--- src/rtl/nibble_serial_add_ctrl.sv ---
// Serial WIDTH-bit adder built from one 4-bit slice, one nibble per clock, LSB nibble first.
// Optional signed-overflow output enabled by defining NIBBLE_ADD_OVERFLOW_FLAG_EN.
module nibble_serial_add_ctrl #(
  parameter int WIDTH = 16
) (
  input  logic             clk,
  input  logic             rst,
  input  logic             start,
  input  logic [WIDTH-1:0] a,
  input  logic [WIDTH-1:0] b,
  input  logic             cin,
  output logic             busy,
  output logic             done,
  output logic [WIDTH-1:0] sum,
  output logic             cout
`ifdef NIBBLE_ADD_OVERFLOW_FLAG_EN
  ,
  output logic             ovf
`endif
);

  localparam int NIB  = WIDTH / 4;
  localparam int IDXW = (NIB > 1) ? $clog2(NIB) : 1;

  typedef enum logic [1:0] {IDLE, RUN, DONE} state_t;

  state_t           state_q;
  logic [WIDTH-1:0] a_q, b_q, sum_q, sum_d;
  logic [IDXW-1:0]  idx_q;
  logic             carry_q, busy_q, done_q, cout_q;
  logic [3:0]       nib_a, nib_b;
  logic [4:0]       nib5;
  logic [IDXW+1:0]  sh;
  logic             last;
`ifdef NIBBLE_ADD_OVERFLOW_FLAG_EN
  logic             ovf_q, ovf_d;
`endif

  // The shared 4-bit slice: select the current nibble and merge its result into sum.
  always_comb begin
    sh    = {idx_q, 2'b00};
    nib_a = 4'(a_q >> sh);
    nib_b = 4'(b_q >> sh);
    nib5  = {1'b0, nib_a} + {1'b0, nib_b} + {4'b0000, carry_q};
    sum_d = (sum_q & ~(WIDTH'(4'hF) << sh)) | (WIDTH'(nib5[3:0]) << sh);
    last  = (idx_q == IDXW'(NIB - 1));
`ifdef NIBBLE_ADD_OVERFLOW_FLAG_EN
    // Same-sign operands producing an opposite-sign MSB equals carry-into-MSB xor carry-out.
    ovf_d = (nib_a[3] == nib_b[3]) && (nib5[3] != nib_a[3]);
`endif
  end

  always_ff @(posedge clk) begin
    if (rst) begin
      state_q <= IDLE;
      a_q     <= '0;
      b_q     <= '0;
      sum_q   <= '0;
      idx_q   <= '0;
      carry_q <= 1'b0;
      busy_q  <= 1'b0;
      done_q  <= 1'b0;
      cout_q  <= 1'b0;
`ifdef NIBBLE_ADD_OVERFLOW_FLAG_EN
      ovf_q   <= 1'b0;
`endif
    end else begin
      case (state_q)
        IDLE, DONE: begin
          done_q <= 1'b0;
          if (start) begin
            a_q     <= a;
            b_q     <= b;
            carry_q <= cin;
            idx_q   <= '0;
            sum_q   <= '0;
            busy_q  <= 1'b1;
            state_q <= RUN;
`ifdef NIBBLE_ADD_OVERFLOW_FLAG_EN
            ovf_q   <= 1'b0;
`endif
          end else begin
            state_q <= IDLE;
          end
        end
        RUN: begin
          sum_q   <= sum_d;
          carry_q <= nib5[4];
          if (last) begin
            cout_q  <= nib5[4];
            state_q <= DONE;
            done_q  <= 1'b1;
            busy_q  <= 1'b0;
`ifdef NIBBLE_ADD_OVERFLOW_FLAG_EN
            ovf_q   <= ovf_d;
`endif
          end else begin
            idx_q <= idx_q + 1'b1;
          end
        end
        default: state_q <= IDLE;
      endcase
    end
  end

  assign busy = busy_q;
  assign done = done_q;
  assign sum  = sum_q;
  assign cout = cout_q;
`ifdef NIBBLE_ADD_OVERFLOW_FLAG_EN
  assign ovf  = ovf_q;
`endif

endmodule

--- config.mk ---
export PLATFORM = sky130hd
export DESIGN_NAME = nibble_serial_add_ctrl
export DESIGN_NICKNAME = d
export VERILOG_FILES = /design/src/rtl/nibble_serial_add_ctrl.sv
export SDC_FILE = /design/constraint.sdc
export NUM_CORES = 1
export LEC_CHECK = 0
export ABC_CLOCK_PERIOD_IN_PS = 3000
export CORE_MARGIN = 1.5
export CORE_UTILIZATION = 46
export DETAILED_ROUTE_END_ITERATION = 8
export PLACE_DENSITY_LB_ADDON = 0.12
export RECOVER_POWER = 25
export SLEW_MARGIN = 10
export SYNTH_ARGS = -nofsm -noshare
export SYNTH_HDL_FRONTEND = slang
export SYNTH_SLANG_ARGS = --single-unit
--- constraint.sdc ---
create_clock -name clk -period 3 [get_ports clk]
set_input_delay 0.9 -clock clk [delete_from_list [all_inputs] [get_ports clk]]
set_output_delay 0.9 -clock clk [all_outputs]
set_load 0.02 [all_outputs]
[After elaboration in Yosys (flattened, before gate mapping)]
Cells that the tools add are included.
Operators by class
  add/subtract/negate cells: 3
  eq/ne operators: 6
  shift operators: 4
  multiplexer cells: 15
  bitwise gates (word level): 3
  reductions and logical operators: 9
Operator list (number)
  case mux 16 bit (2 select lines): 1
  >> shifter 16 x 4 -> 4 bit: 2
  bitwise AND 16 bit: 1
  two-way mux 16 bit: 1
  NOT 16 bit: 1
  OR 16 bit: 1
  << shifter 4 x 4 -> 16 bit: 1
  << shifter 4 x 4 -> 16 bit (first input constant): 1
  case mux 2 bit (2 select lines): 2
  AND reduction 2 bit: 4
  two-way mux 2 bit: 3
  inequality test 2 bit (second input constant): 3
  case mux 1 bit (2 select lines): 3
  AND reduction 3 bit: 2
  adder 4 x 4 -> 5 bit: 1
  adder 5 x 1 -> 5 bit: 1
  two-way mux 1 bit: 5
  == test 2 bit (second input constant): 2
  adder 2 x 1 -> 2 bit (second input constant): 1
  == test 2 x 1 -> 1 bit (second input constant): 1
  zero test 2 bit: 1
  nonzero test 2 bit: 1
  OR reduction 2 bit: 1
Storage, ports and cells
  bits in registers: 56
  output and inout bits: 19
  word-level logic and storage cells: 49

[Depth between registers and ports, before layout]
  depth in word-level cells: 6
  mapped depth: 7
  mapped depth without buffers: 6

[Worst setup path after synthesis]
Ideal clock, no wire load.
  path kind: reg2reg
  start point: register idx_q[0]
  end point: register cout_q (netlist: cout)
  arrival: 2.465 ns
  required time: 2.866 ns
  path slack: 0.401 ns
  cell stages (with the launch flop): 8
  buffers on the path: 1
  clock period less this slack: 2.599 ns
  cells stage by stage: dfxtp_1 > buf_6 > mux4_2 > fa_1 > fa_1 > a21o_1 > a211oi_1 > a211oi_1
On the way
  longest elaborated chain between the ends: 3
  elaborated cells between the ends (all ways): 6
RTL lines
  start: declaration: line 29  | logic [IDXW-1:0] idx_q;
  start signal: assignment: line 98  | idx_q <= idx_q + 1'b1;
  >> shifter 16 x 4 -> 4 bit (on tied branches): line 42, 43
  adder 4 x 4 -> 5 bit: line 44  | nib5 = {1'b0, nib_a} + {1'b0, nib_b} + {4'b0000, carry_q};
  adder 5 x 1 -> 5 bit: line 44
  end signal: assignment: line 90  | cout_q <= nib5[4];
  end: declaration: line 30  | logic carry_q, busy_q, done_q, cout_q;
Several ways; a longest one is shown, not always the timed one.
A chain may end at the register's enable or synchronous reset.

[Final worst setup path]
Same ends and word-level chain as after synthesis.

==> reports/metrics.cfg <==
[grt]
grt_max_degree=44
grt_pass1_vias=1967
antenna_found_initial=0
grt_overflow=0
grt_pass1_wl_um=9180
grtUsageTotal=0.191

[worst_setup_path]
timing.rr.end=cout$_SDFFE_PP0P_
cp-end-kind=register
cp_top_family=adder cells
worstPathArrival_ns=2.80
crit_fanout=8
reg2reg_depth=6
critical_path.max_stage_delay_ns=0.58
critical_path_buf_inv_count=0
critical_path_class=reg -> reg
crit_required_ns=3.18
cp_cell_sequence=mux4_2, fa_1, fa_1, a21o_1, a211oi_1, a211oi_1
start_kind=register
timing.critical_path.slowest_stage_cell=mux4_2
timing.rr.start=idx_q[0]$_SDFFE_PP0P_
ff2ff_setup_slack_ns=0.38

[die]
io_pins=55
die_h_um=77.1
core_area_sq_um=5200
start_util=0.486
die_area_sq_um=5950
rows=26
dieWidth_um=77.1

[cts]
clk-insertion-delay-late_ns=0.30
clock_sinks=56
cts_resized=0
cts_buffer_depth=2
cts_buffers=5
clockRootBuffer=clkbuf_8
tritoncts=done
cts-htree-levels=2
cts_setup_buffers=0
ctsHoldBuffers=0
clk_pin_slew_ns=0.09

[placed_design]
io_buffers=54
gp_congestion=0.836
dpl-instance-area_sq_um=3120
post-dp-hpwl_um=3930

[sta]
setup-violations-final=0
worstMarginPinSlew_ns=0.586
drv_slew=0
whs_ns=0.458
rsz0062_at_grt=false
hold_viol=0
setup_tns_ns=0
max_freq_mhz=382
period_needed_ns=2.62
finalClockSkew_ns=0.00725
fin_crit_sh=0.872
maxSlewHeadroom=0.609

[worst_hold_path]
hold_class=reg -> reg
hold_path_end=b_q[14]$_SDFFE_PP0P_
min_path_cells=2
hp-start=b_q[14]$_SDFFE_PP0P_

[drt]
drt_iter0_drc=82
drt-pass1-iter-count=4
vias_per_cell=5.32
wl_per_cell_um=13.7
drc=0
wirelength_um=5380
vias=2084
drtAntennaViolNets=0

[synth]
syn_nets=318
ys_seq_area_frac=0.443
syn_avg_cell_area_sq_um=9.26
syn-cell-area_sq_um=2530
yosys.cell_types.count=41
yosysWarnings=0
synth_cells=273
ys_seq_elements=56
synthArstFlopShare=0
synth_top_flop_cell=dfxtp_1
synth_edf_count=0

[power_and_ir_drop]
p_comb_frac=0.155
p_clk_frac=0.314
sw_frac_of_total=0.246
power_density_nw_per_um2=471
seqPwrFrac=0.531
internal-power_mw=1.14
p_switching_uw=372
p_leak_nw=1.21
max-vdd-ir-drop_mv=0.230

[final_layout]
syn2layout_area_growth_pct=27.0
drive_gt1_frac=0.0776
final-seq-area_sq_um=1120
fin_nets=366
antenna_cells=0
nFillCells=464
multi_input_area_sq_um=1280
final_cell_area_sq_um=3210

[status]
run_status=complete, no violations

[flow_run]
cap_violations=0

-- cells by family (layout without fill, tap and decap cells) --
group                      count (synthesis)  in the layout  share of synthesized area
xor gates and xnor gates                   1              1                    0.00346
DFF                                       56             56                      0.443
adders and majority gates                  9              9                     0.0505
and+or+nand+nor                          112            112                      0.225
muxes                                      8              8                     0.0742
AOI/OAI and AO/OA                         62             62                      0.155
buffers and inverters                     25             74                     0.0480
-- power by group through the flow --
stage / clock (mW) / sequential, mW / combinational [mW]
2_1_floorplan: 0 / 0.816 / 0.147
3_3_place_gp: 0 / 0.821 / 0.236
3_5_place_dp: 0 / 0.822 / 0.238
4_1_cts: 0.489 / 0.805 / 0.239
5_1_grt: 0.521 / 0.809 / 0.260
6_report: 0.475 / 0.804 / 0.234
-- layout make-up --
class | instances | area share
multi-input combinational | 192 | 0.399
sequential | 56 | 0.349
timing repair buffer | 61 | 0.185
tap | 70 | 0.0273
clock buffer | 6 | 0.0226
clock inverter | 2 | 0.0109
inverter | 5 | 0.00584
-- state kept, by name, summed over array words and instances (netlist names) --
| signal | cells |
|---|---|
| idx_q | 2 |
| carry_q | 1 |
| sum | 16 |
| a_q | 16 |
| state_q | 2 |
| done | 1 |
| b_q | 16 |
| cout | 1 |
| busy | 1 |
-- cells in the mapped netlist, types with 2 or more instances --
master,count,area [sq um]
fa_1,2,40.0
mux4_1,2,52.6
nand2b_1,3,18.8
ha_1,7,87.6
nand3b_1,2,15.0
and4bb_4,2,32.5
a21oi_1,37,185
and4b_1,3,30.0
inv_1,5,18.8
a211oi_1,2,15.0
buf_1,2,7.51
nand4b_1,3,26.3
a311o_1,2,20.0
buf_2,10,50.1
buf_4,2,15.0
and4_1,2,17.5
nand3_1,4,20.0
mux4_2,6,135
clkbuf_1,5,18.8
o211ai_1,3,22.5
dfxtp_1,56,1120
a32oi_1,12,105
nor2_1,15,56.3
nand4_1,2,12.5
nor2b_1,2,12.5
nand2_1,67,251
-- through the flow --
| step | cells | util | power, mW | worst slack (ns) |
|---|---|---|---|---|
| final | 392 | 0.617 | 1.51 | 0.384 |
| after global routing | 392 | 0.617 | 1.59 | 0.247 |
| after CTS | 392 | 0.619 | 1.53 | 0.367 |
| after detailed placement | 384 | 0.599 | 1.06 | 0.375 |
| after global placement | 384 | 0.599 | 1.06 | 0.476 |
| after floorplan | 273 | - | 0.963 | 0.401 |
-- layout by cell type, fill, tap and decap left out, types with 2 or more instances in the layout --
cell,count
clkbuf_1,2
and4_1,2
nand4_1,2
nor2_1,15
clkdlybuf4s50_1,52
buf_4,4
a32oi_1,12
ha_1,7
a21oi_1,37
and4b_1,3
nand4b_1,3
inv_1,5
a211oi_1,2
mux4_2,6
nand2b_1,3
mux4_1,2
nand3b_1,3
o211ai_1,3
a311o_1,2
dfxtp_1,56
nor2b_1,2
nand2_1,67
and4bb_4,2
nand3_1,4
fa_1,2
clkbuf_8,5
-- tightest hold or removal path: stages (launching register included) --
cell	delay [ns]
dfxtp_1	0.32
nand2_1	0.05
a21oi_1	0.05
-- how the worst max path moves through the flow --
stage,start,to,slack (ns),depth (start not counted)
CTS,idx_q[0]$_SDFFE_PP0P_,sum[2]$_SDFFE_PP0P_,0.37,6
floorplan,idx_q[0]$_SDFFE_PP0P_,cout$_SDFFE_PP0P_,0.40,7
finish,idx_q[0]$_SDFFE_PP0P_,cout$_SDFFE_PP0P_,0.38,6
global route,idx_q[0]$_SDFFE_PP0P_,sum[3]$_SDFFE_PP0P_,0.25,6
detailed placement,idx_q[0]$_SDFFE_PP0P_,cout$_SDFFE_PP0P_,0.38,6
global placement,idx_q[0]$_SDFFE_PP0P_,sum[7]$_SDFFE_PP0P_,0.48,6
-- per-layer routing --
layer | vias up | track usage | routed length [um]
met5 | - | 0 | 0
met4 | 0 | 0.0600 | 46
met3 | 4 | 0.0321 | 148
met2 | 39 | 0.325 | 2620
met1 | 975 | 0.245 | 2570
li1 | 1066 | - | -
Power figures use the tool's default switching activity.
